File: config.mk
export PLATFORM = sky130hd
export DESIGN_NAME = n2_mult4x4_approx_flat
export DESIGN_NICKNAME = d
export VERILOG_FILES = /design/src/rtl/n2_mult_pkg.sv /design/src/rtl/n2_mult4x4_approx_if.sv /design/src/rtl/n2_mult2x2_approx.sv /design/src/rtl/n2_mult4x4_approx.sv /design/src/flat_wrapper.sv
export SDC_FILE = /design/constraint.sdc
export NUM_CORES = 1
export LEC_CHECK = 0
export ABC_CLOCK_PERIOD_IN_PS = 1600
export CORE_MARGIN = 10
export CORE_UTILIZATION = 50
export DETAILED_ROUTE_END_ITERATION = 6
export PLACE_DENSITY = 0.79
export SETUP_SLACK_MARGIN = 0.3
export SYNTH_ARGS = -nofsm -noshare
export SYNTH_HDL_FRONTEND = slang
export SYNTH_SLANG_ARGS = --single-unit
export TNS_END_PERCENT = 50
File: constraint.sdc
create_clock -name clk -period 1.6 [get_ports clk]
set_input_delay 0.32 -clock clk [delete_from_list [all_inputs] [get_ports clk]]
set_output_delay 0.32 -clock clk [all_outputs]
set_load 0.02 [all_outputs]
File: src/rtl/n2_mult_pkg.sv
// Shared widths and constants for the approximate recursive 4x4 multiplier.
package n2_mult_pkg;
    localparam int OPER_W = 4;
    localparam int HALF_W = 2;
    localparam int PROD_W = 8;
    localparam int CELL_W = 2 * HALF_W;
    localparam logic [CELL_W-1:0] APPROX_3X3 = 4'd7;
endpackage

File: src/rtl/n2_mult4x4_approx_if.sv
// Operand/result bundle between a datapath master and the multiplier.
interface n2_mult4x4_approx_if;
    import n2_mult_pkg::*;
    logic              in_valid;
    logic [OPER_W-1:0] a;
    logic [OPER_W-1:0] b;
    logic [PROD_W-1:0] y;
    logic              out_valid;

    modport master (output in_valid, a, b, input y, out_valid);
    modport slave  (input in_valid, a, b, output y, out_valid);
endinterface

File: src/rtl/n2_mult2x2_approx.sv
// Combinational 2x2 cell; with APPROX set, 3x3 yields 7 so the MSB is never needed.
module n2_mult2x2_approx
    import n2_mult_pkg::*;
#(
    parameter int APPROX = 1
) (
    input  logic [HALF_W-1:0] x_i,
    input  logic [HALF_W-1:0] y_i,
    output logic [CELL_W-1:0] p_o
);
    logic [CELL_W-1:0] exact_d;

    assign exact_d = CELL_W'(x_i) * CELL_W'(y_i);
    assign p_o     = ((APPROX != 0) && (&x_i) && (&y_i)) ? APPROX_3X3 : exact_d;
endmodule

File: src/rtl/n2_mult4x4_approx.sv
// Registered 4x4 multiplier built from four 2x2 cells summed exactly; 1-cycle latency.
module n2_mult4x4_approx
    import n2_mult_pkg::*;
#(
    parameter int APPROX = 1
) (
    input  logic                clk,
    input  logic                rst,
    n2_mult4x4_approx_if.slave  bus
);
    logic [CELL_W-1:0] m_ll, m_hl, m_lh, m_hh;
    logic [PROD_W-1:0] sum_d;
    logic [PROD_W-1:0] y_d, y_q;
    logic              out_valid_d, out_valid_q;

    n2_mult2x2_approx #(.APPROX(APPROX)) u_ll (
        .x_i(bus.a[HALF_W-1:0]), .y_i(bus.b[HALF_W-1:0]), .p_o(m_ll));
    n2_mult2x2_approx #(.APPROX(APPROX)) u_hl (
        .x_i(bus.a[OPER_W-1:HALF_W]), .y_i(bus.b[HALF_W-1:0]), .p_o(m_hl));
    n2_mult2x2_approx #(.APPROX(APPROX)) u_lh (
        .x_i(bus.a[HALF_W-1:0]), .y_i(bus.b[OPER_W-1:HALF_W]), .p_o(m_lh));
    n2_mult2x2_approx #(.APPROX(APPROX)) u_hh (
        .x_i(bus.a[OPER_W-1:HALF_W]), .y_i(bus.b[OPER_W-1:HALF_W]), .p_o(m_hh));

    // Worst case 7+28+28+112 = 175 fits in PROD_W without overflow.
    assign sum_d = PROD_W'(m_ll)
                 + (PROD_W'(m_hl) << HALF_W)
                 + (PROD_W'(m_lh) << HALF_W)
                 + (PROD_W'(m_hh) << (2 * HALF_W));

    always_comb begin
        y_d         = y_q;
        out_valid_d = 1'b0;
        if (bus.in_valid) begin
            y_d         = sum_d;
            out_valid_d = 1'b1;
        end
    end

    always_ff @(posedge clk or posedge rst) begin
        if (rst) begin
            y_q         <= '0;
            out_valid_q <= 1'b0;
        end else begin
            y_q         <= y_d;
            out_valid_q <= out_valid_d;
        end
    end

    assign bus.y         = y_q;
    assign bus.out_valid = out_valid_q;
endmodule

File: src/flat_wrapper.sv
// flat-port wrapper written by rule: the top's interface ports become plain ports
module n2_mult4x4_approx_flat import n2_mult_pkg::*;
#(
    parameter int APPROX = 1
)
  (clk, rst, bus_in_valid, bus_a, bus_b, bus_y, bus_out_valid);
  n2_mult4x4_approx_if bus_i ();
  input  logic clk;
  input  logic rst;
  input wire logic [$bits(bus_i.in_valid)-1:0] bus_in_valid;
  input wire logic [$bits(bus_i.a)-1:0] bus_a;
  input wire logic [$bits(bus_i.b)-1:0] bus_b;
  output wire logic [$bits(bus_i.y)-1:0] bus_y;
  output wire logic [$bits(bus_i.out_valid)-1:0] bus_out_valid;
  assign bus_i.in_valid = bus_in_valid;
  assign bus_i.a = bus_a;
  assign bus_i.b = bus_b;
  assign bus_y = bus_i.y;
  assign bus_out_valid = bus_i.out_valid;
  n2_mult4x4_approx #(.APPROX(APPROX)) u_core (.clk(clk), .rst(rst), .bus(bus_i));
endmodule
# Yosys cells after proc, flatten, opt, wreduce, memory -nomap -nowiden
# Cells that the tools add are included.
[op_classes] reduce_logical=8 n_mux=5 n_mul=4 n_addsub=3
[ops] cell="2-bit by 2-bit multiplier with 4-bit output" count=4
[ops] cell="4-bit two-way mux" count=4
[ops] cell="8-bit by 6-bit adder with 8-bit output" count=1
[ops] cell="8-bit adder" count=1
[ops] cell="2-bit AND reduction" count=4
[ops] cell="4-bit by 6-bit adder with 7-bit output" count=1
[ops] cell="1-bit logical AND" count=4
[ops] cell="1-bit two-way mux" count=1
[word_totals] input_bits=11 ff_bits=9 wordCells=22 out_inout_bits=9

# Longest topological paths before layout
# Gate-level depths: netlist of the first run.
[logic_depth] word_depth=6 depth_mapped=15 ltp_nobuf=15

# Modules after synthesis
# A second synthesis of the first run with hierarchy kept.
[hier_totals] hier_cells=94 area_unflattened_um2=925.9
[modules_own_cells] mod="n2_mult4x4_approx" cells_per_inst=54 n_inst=1 seq_area_each_um2=225.2 area_each_um2=615.6
[modules_own_cells] mod="n2_mult2x2_approx" cells_per_inst=10 n_inst=4 seq_area_each_um2=0.0 area_each_um2=77.6

# Worst setup path after synthesis of the first run
# No wires, ideal clock.
[synth_path] path_type="input-to-reg" start="input bus_b[1]" end="register u_core.y_q[7], in the netlist u_core.bus.y[7]" slack_ns=-2.211 required_ns=1.475 setup_ns=0.125 arrival_time_ns=3.686 cell_stages=14 n_path_buf=0 path_cell_list="and2_1 > ha_1 > ha_1 > nand2b_1 > ha_1 > fa_1 > xnor2_1 > fa_1 > inv_1 > fa_1 > nand2b_1 > a21oi_2 > xnor3_1 > mux2_4"
[synth_between] elab_chain_len=6 word_cells_on_any_way=10 classes_between="3 x add/sub; 2 x mul; 2 x mux; 3 x reduce/logical"
[synth_rtl] element="from (decl)" line="flat_wrapper.sv:12" text="input wire logic [$bits(bus_i.b)-1:0] bus_b;"
[synth_rtl] element="parallel branches: the longest is 3 deep, another holds 2-bit by 2-bit multiplier with 4-bit output"
[synth_rtl] element="4-bit by 6-bit adder with 7-bit output *" line="n2_mult4x4_approx.sv:27" text="+ (PROD_W'(m_hl) << HALF_W)"
[synth_rtl] element="8-bit by 6-bit adder with 8-bit output *" line="n2_mult4x4_approx.sv:28" text="+ (PROD_W'(m_lh) << HALF_W)"
[synth_rtl] element="8-bit adder *" line="n2_mult4x4_approx.sv:29" text="+ (PROD_W'(m_hh) << (2 * HALF_W));"
[synth_rtl] element="to (signal assigned)" line="n2_mult4x4_approx.sv:45" text="y_q <= y_d;"
[synth_rtl] element="to (decl)" line="n2_mult4x4_approx.sv:13" text="logic [PROD_W-1:0] y_d, y_q;"
# Mark *: on every way between the ends.
# A chain may end at the register's enable or synchronous reset.

# Worst setup path in the final report of the first run
[layout_path] start="input bus_a[0]" end="register u_core.y_q[5], in the netlist u_core.bus.y[5]"
[layout_between] elab_chain_len=6 word_cells_on_any_way=10 classes_between="3 x add/sub; 2 x mul; 2 x mux; 3 x reduce/logical"
[layout_rtl] element="from (decl)" line="flat_wrapper.sv:11" text="input wire logic [$bits(bus_i.a)-1:0] bus_a;"
[layout_rtl] element="parallel branches: the longest is 4 deep, another holds 4-bit by 6-bit adder with 7-bit output"
[layout_rtl] element="8-bit by 6-bit adder with 8-bit output *" line="n2_mult4x4_approx.sv:28"
[layout_rtl] element="8-bit adder *" line="n2_mult4x4_approx.sv:29"
# Marked as above.

==> results of run 1 <==
[metrics by stage]
step                instance area (sq um)  hold WS (ns)  setup slack [ns]  setup TNS (ns)
finish                               1550         0.336             -1.72           -7.02
global route                         1550         0.340             -1.82           -7.39
floorplan                            1020         0.148             -1.75           -6.98
global placement                     1380         0.488             -2.27          -10.47
CTS                                  1490         0.340             -1.76           -6.79
detailed placement                   1380         0.498             -2.40          -10.80
[per-layer routing]
| layer | global-route usage | share of wire | vias to the layer above |
|---|---|---|---|
| met5 | 0 | 0 | - |
| met4 | 0.0615 | 0.031 | 0 |
| met3 | 0.0177 | 0.057 | 6 |
| met2 | 0.254 | 0.51 | 24 |
| met1 | 0.146 | 0.40 | 388 |
| li1 | - | - | 407 |
[cell families (layout without fill, tap and decap cells)]
| group | count (synthesis) | after routing | share of synthesized area |
|---|---|---|---|
| xor gates and xnor gates | 4 | 4 | 0.0524 |
| DFF | 9 | 9 | 0.242 |
| AOI/OAI and AO/OA | 10 | 10 | 0.0645 |
| and+or+nand+nor | 35 | 35 | 0.219 |
| adders and majority gates | 21 | 21 | 0.315 |
| buffers and inverters | 8 | 53 | 0.0323 |
| muxes | 6 | 6 | 0.0753 |
[where the power goes]
part | switching [mW] | internal [mW]
combinational | 0.299 | 0.345
clock | 0.0717 | 0.0956
sequential | 0.0336 | 0.283
total | 0.404 | 0.723
[cells in the mapped netlist]
cell type,number,area [sq um]
a21oi_2,1,8.76
and2_1,17,106
a31oi_1,1,6.26
nand2_1,4,15.0
mux2_2,4,45.0
nor2_1,2,7.51
nand4_1,1,6.26
a21oi_1,4,20.0
xnor3_1,1,22.5
ha_1,17,213
and4_1,1,8.76
a21o_1,2,15.0
clkbuf_1,1,3.75
nand2b_1,7,43.8
o21ai_0,2,10.0
fa_1,4,80.1
mux2_4,1,15.0
inv_1,7,26.3
xnor2_1,3,26.3
nor2_2,1,6.26
nand3_1,2,10.0
dfrtp_1,9,225
mux2i_1,1,10.0
[final timing paths]
kind                                          endpoint  slack (ns)
max reg2reg                u_core.bus.y[7]$_DFFE_PP0P_        0.80
min reg2reg                u_core.bus.y[6]$_DFFE_PP0P_        0.51
max in group asynchronous  u_core.bus.y[0]$_DFFE_PP0P_        1.01
min                        u_core.bus.y[6]$_DFFE_PP0P_        0.34
max                        u_core.bus.y[5]$_DFFE_PP0P_       -1.72
min in group clk           u_core.bus.y[0]$_DFFE_PP0P_        0.48
[state kept, by name, summed over array words and instances, names as in the netlist]
name and cells:
u_core.bus.y 8, u_core.bus.out_valid 1
[layout make-up]
class	count	area, sq um
clock buffer	4	26.3
fill	88	193
inverter	7	26.3
multi-input combinational	76	877
sequential	9	225
tap	25	31.3
timing repair buffer	42	367
[cells in the final DEF (no fill, tap or decap), types with 3 or more instances in the layout]
cell,netlist,routed
ha_4,0,10
buf_6,0,6
and2_1,17,13
inv_1,7,6
clkdlybuf4s50_1,0,4
nand2b_4,0,3
nand2b_1,7,4
buf_4,0,21
mux2_4,1,5
nand2_1,4,3
a21oi_2,1,3
clkbuf_4,0,3
ha_1,17,7
clkdlybuf4s15_1,0,7
dfrtp_1,9,9
dlygate4sd2_1,0,3
and2_4,0,3
[timing repair]
item / CTS / global route
endpoints found under the hold margin: 0 / 0
resized for setup: 44 / 16
setup endpoints to repair: 16 / 13
pin swaps: 17 / 13
buffers inserted: 2 / 2
==> flow_metrics.py, run 1 <==
metrics = {
    "status": {
        "status": "finished, violations left",
        "violations": "negative setup slack",
    },
    "setup_path": {
        "startpoint": "bus_a[0]",
        "crit_chain": "buf_6 -> and2_4 -> ha_4 -> ha_4 -> nand2b_4 -> ha_4 -> fa_2 -> xnor2_2 -> fa_1 -> inv_2 -> fa_2 -> buf_4 -> buf_4 -> buf_6 -> xnor2_2 -> mux2_4",
        "cp_slowest_cell": "fa_1",
        "cp-start-kind": "input port",
        "criticalPathCategory": "in -> reg",
        "cp_num_cells": 16,
        "path_max_fanout": 2,
        "path_delay_family": "adder cells",
        "critPathRequiredTime_ns": 1.74,
        "crit_top_cell": "ha_4",
        "max_stage_delay_ns": 0.55,
        "rr_worst_depth": 1,
        "path_buf_inv": 5,
        "arrival_ns": 3.46,
        "r2r_start": "u_core.bus.y[7]$_DFFE_PP0P_",
        "cp-end-kind": "register",
    },
    "die": {
        "die_h_um": 63.2,
        "rows": 15,
        "num_io_pins": 20,
        "die_w_um": 63.2,
        "initial_core_util": 0.533,
        "fp.coreArea_sq_mm": 0.00175,
        "dieArea_sq_mm": 0.00399,
    },
    "global_routing": {
        "grt_pass1_vias": 929,
        "grt_max_degree": 10,
        "grt_first_pass_wirelength_mm": 4.35,
        "grt_use_total": 0.136,
        "globalRouteOverflowTotal": 0,
        "antenna_found_initial": 0,
    },
    "finish": {
        "utilization": 0.890,
        "stdcell_count": 163,
        "area_growth_pct": 66.8,
        "drive_above_1_share": 0.457,
        "n_antenna_cell": 0,
        "final_nets": 171,
    },
    "timing": {
        "final_max_slew_viol_count": 0,
        "rsz0062_at_grt": "true",
        "setup_viol": 6,
        "period_needed_ns": 3.32,
        "fmax_mhz": 301,
        "fin_skew_ns": 0,
        "finalCritPeriodShare": 2.07,
        "tightestPinTransition_ns": 0.345,
        "slew_headroom": 0.770,
        "fin_ws_ns": -1.72,
        "hold_violations": 0,
    },
    "route": {
        "firstDrtPassIters": 4,
        "antenna_left": 0,
        "num_vias": 825,
        "drtIter0Drc": 21,
        "drcViolationCount": 0,
        "wl_mm": 2.75,
        "wl_per_cell_um": 16.9,
        "viasPerCell": 5.06,
    },
    "placed_design": {
        "dp.cells": 155,
        "hpwlAfterDp_mm": 1.97,
        "place.port_buffers": 19,
        "globalplace.congestion": 0.836,
    },
    "power_and_ir_drop": {
        "ir_drop_mv": 0.619,
        "p_per_area_mw_per_mm2": 726,
        "finalPower_mw": 1.13,
        "p_leak_nw": 0.765,
    },
    "yosys": {
        "synth.avg_cell_area_sq_um": 10.0,
        "synth_nets": 125,
        "synth-seq-cells": 9,
        "syn_area_sq_um": 931,
        "synthCells": 93,
        "yosysSeqAreaShare": 0.242,
        "synth_warnings": 0,
        "synth_cell_types": 23,
    },
    "clock_tree": {
        "cts_hold_buffers": 0,
        "cts-root-buf": "clkbuf_4",
        "cts_sinks": 9,
        "cts_buffers": 3,
        "clock_path_buffers": 2,
        "ctsHtreeMaxLevel": 1,
        "cts_tree": "done",
        "clock_latency_ns": 0.24,
        "cts.clk_slew.worst_paths_ns": 0.06,
    },
    "worst_hold_path": {
        "hold_path_class": "in -> async",
    },
    "run": {
        "drv_cap": 0,
    },
}
Note: power is estimated with default switching activity, not from simulation.
==> inputs of run 2 (changes only) <==
--- a/config.mk
+++ b/config.mk
@@ -8,6 +8,7 @@
 export ABC_CLOCK_PERIOD_IN_PS = 1600
 export CORE_MARGIN = 10
 export CORE_UTILIZATION = 50
+export CTS_BUF_LIST = sky130_fd_sc_hd__clkbuf_16
 export DETAILED_ROUTE_END_ITERATION = 6
 export PLACE_DENSITY = 0.79
 export SETUP_SLACK_MARGIN = 0.3
==> run 2 against run 1 <==
Net effect: flip-flop and latch count unchanged; hold slack improved by 0.035 ns; die area stayed put; setup slack lost 0.087 ns; count of clock-buffer cells in the layout is 1 lower; first-iteration DRC count rose to 4.6 times the previous value; the run still ends with negative setup slack left; fmax down 2.6%; non-clock buffer count is 2 higher; core utilization is 5.9 points higher; largest power group unchanged; power increased by 31%.
==> flow_metrics.py, run 2 (same netlist as run 1, synthesis figures left out) <==
metrics = {
    "global_routing": {
        "grt_use_met1": 0.164,
        "globalRouteOverflowTotal": 0,
        "grt_use_met3": 0.0459,
        "grtUsageMet2": 0.313,
        "grt_first_pass_wirelength_mm": 5.13,
        "grt_max_degree": 10,
        "grt_pass1_vias": 999,
        "grt_use_total": 0.167,
        "antenna_found_initial": 0,
        "top_usage_layer": "met2",
    },
    "power_and_ir_drop": {
        "p_seq_frac": 0.218,
        "p_int_mw": 0.981,
        "p_per_area_mw_per_mm2": 895,
        "finalPower_mw": 1.48,
        "p_sw_frac": 0.338,
        "p_comb_frac": 0.491,
        "ir_drop_mv": 0.976,
        "p_leak_nw": 0.823,
        "power.share.clock": 0.291,
        "p_sw_mw": 0.501,
    },
    "setup_path": {
        "cp-end-kind": "register",
        "crit_top_cell": "ha_4",
        "cp_slowest_cell": "fa_1",
        "max_stage_delay_ns": 0.54,
        "crit_chain": "buf_6 -> and2_4 -> ha_4 -> ha_4 -> nand2b_4 -> ha_4 -> fa_2 -> xnor2_2 -> fa_1 -> inv_2 -> fa_2 -> nand2b_4 -> a21oi_4 -> xnor3_1 -> mux2_4",
        "rr_worst_depth": 1,
        "r2r_start": "u_core.bus.y[7]$_DFFE_PP0P_",
        "criticalPathCategory": "in -> reg",
        "reg2reg_slack_ns": 0.80,
        "path_max_fanout": 2,
        "r2r_end": "u_core.bus.y[7]$_DFFE_PP0P_",
        "cp-start-kind": "input port",
        "arrival_ns": 3.52,
        "critPathRequiredTime_ns": 1.71,
    },
    "placed_design": {
        "hpwlAfterDp_mm": 1.97,
        "dp_worst_setup_slack_ns": -2.40,
        "place.port_buffers": 19,
        "dp.cells": 155,
        "globalplace.congestion": 0.836,
    },
    "clock_tree": {
        "cts.clk_slew.worst_paths_ns": 0.04,
        "cts_sinks": 9,
        "clock_path_buffers": 2,
        "cts_hold_buffers": 0,
        "cts_buffers": 3,
        "ctsHtreeMaxLevel": 1,
        "clock_latency_ns": 0.23,
        "cts-root-buf": "clkbuf_16",
        "cts_tree": "done",
    },
    "timing": {
        "fin_ws_ns": -1.81,
        "final_max_slew_viol_count": 0,
        "slew_headroom": 0.774,
        "hold_violations": 0,
        "period_needed_ns": 3.41,
        "setup_tns_ns": -7.56,
        "fmax_mhz": 293,
        "fin_skew_ns": 0,
        "finalCritPeriodShare": 2.13,
        "setup_viol": 6,
        "rsz0062_at_grt": "true",
        "tightestPinTransition_ns": 0.339,
    },
    "die": {
        "dieArea_sq_mm": 0.00399,
        "die_w_um": 63.2,
        "fp.coreArea_sq_mm": 0.00175,
        "die_h_um": 63.2,
        "num_io_pins": 20,
        "initial_core_util": 0.533,
        "rows": 15,
    },
    "worst_hold_path": {
        "hold_path_class": "in -> async",
    },
    "finish": {
        "area_growth_pct": 77.8,
        "final_common_cell": "buf_4",
        "final_nets": 173,
        "drive_above_1_share": 0.486,
        "utilization": 0.948,
        "stdcell_count": 165,
        "largest_reg_flops": 8,
        "mostFrequentLayoutCells": "buf_4, and2_1, ha_4",
        "n_antenna_cell": 0,
    },
    "run": {
        "drv_cap": 0,
    },
    "route": {
        "wl_per_cell_um": 24.7,
        "num_vias": 985,
        "drcViolationCount": 0,
        "viasPerCell": 5.97,
        "drtIter0Drc": 96,
        "firstDrtPassIters": 4,
        "wl_mm": 4.08,
        "antenna_left": 0,
    },
    "status": {
        "violations": "negative setup slack",
        "status": "finished, violations left",
    },
}
## run 2: worst max-delay path by stage
stage          cells after the start     start                     endpoint
6_report                          15  bus_b[0]  u_core.bus.y[7]$_DFFE_PP0P_
5_1_grt                           15  bus_b[0]  u_core.bus.y[7]$_DFFE_PP0P_
4_1_cts                           15  bus_a[0]  u_core.bus.y[7]$_DFFE_PP0P_
3_5_place_dp                      15  bus_b[1]  u_core.bus.y[7]$_DFFE_PP0P_
3_3_place_gp                      15  bus_b[1]  u_core.bus.y[7]$_DFFE_PP0P_
2_1_floorplan                     14  bus_a[1]  u_core.bus.y[7]$_DFFE_PP0P_
## run 2: layer usage
metal	wire length, um	part of all wire
met4	303	0.074
met2	2030	0.50
met3	399	0.098
met5	0	0
met1	1350	0.33
## run 2: cell type report
class                      instances  area, sq um
inverter                           7         26.3
fill                              48         90.1
tap                               25         31.3
clock buffer                       3         75.1
timing repair buffer              44          383
sequential                         9          225
multi-input combinational         76          911
clock inverter                     1         3.75
## run 2: metrics by stage
| stage | hold slack [ns] | cell area [sq um] |
|---|---|---|
| floorplan | 0.148 | 1020 |
| global placement | 0.488 | 1380 |
| detailed placement | 0.498 | 1380 |
| CTS | 0.365 | 1540 |
| global route | 0.388 | 1660 |
| finish | 0.371 | 1660 |
## run 2: worst max-delay path, delay by kind of cell
family / cells / cell delay (ns)
compound gates: 1 / 0.11
xor+xnor: 2 / 0.39
fa+ha+maj: 6 / 1.81
buf+inv: 2 / 0.16
mux: 1 / 0.27
simple gates: 3 / 0.47
## run 2: repair_timing
item | in CTS | in global routing
buffers inserted | 2 | 4
endpoints found under the setup margin | 16 | 8
cloned | 0 | 0
pin swaps | 17 | 13
gates resized for setup | 44 | 18
## run 2: power by group through the flow
| stage | clock (mW) | combinational, mW | sequential (mW) |
|---|---|---|---|
| 6_report | 0.430 | 0.728 | 0.323 |
| 3_3_place_gp | 0 | 0.532 | 0.311 |
| 2_1_floorplan | 0 | 0.232 | 0.382 |
| 4_1_cts | 0.434 | 0.596 | 0.314 |
| 3_5_place_dp | 0 | 0.549 | 0.316 |
| 5_1_grt | 0.442 | 0.768 | 0.327 |
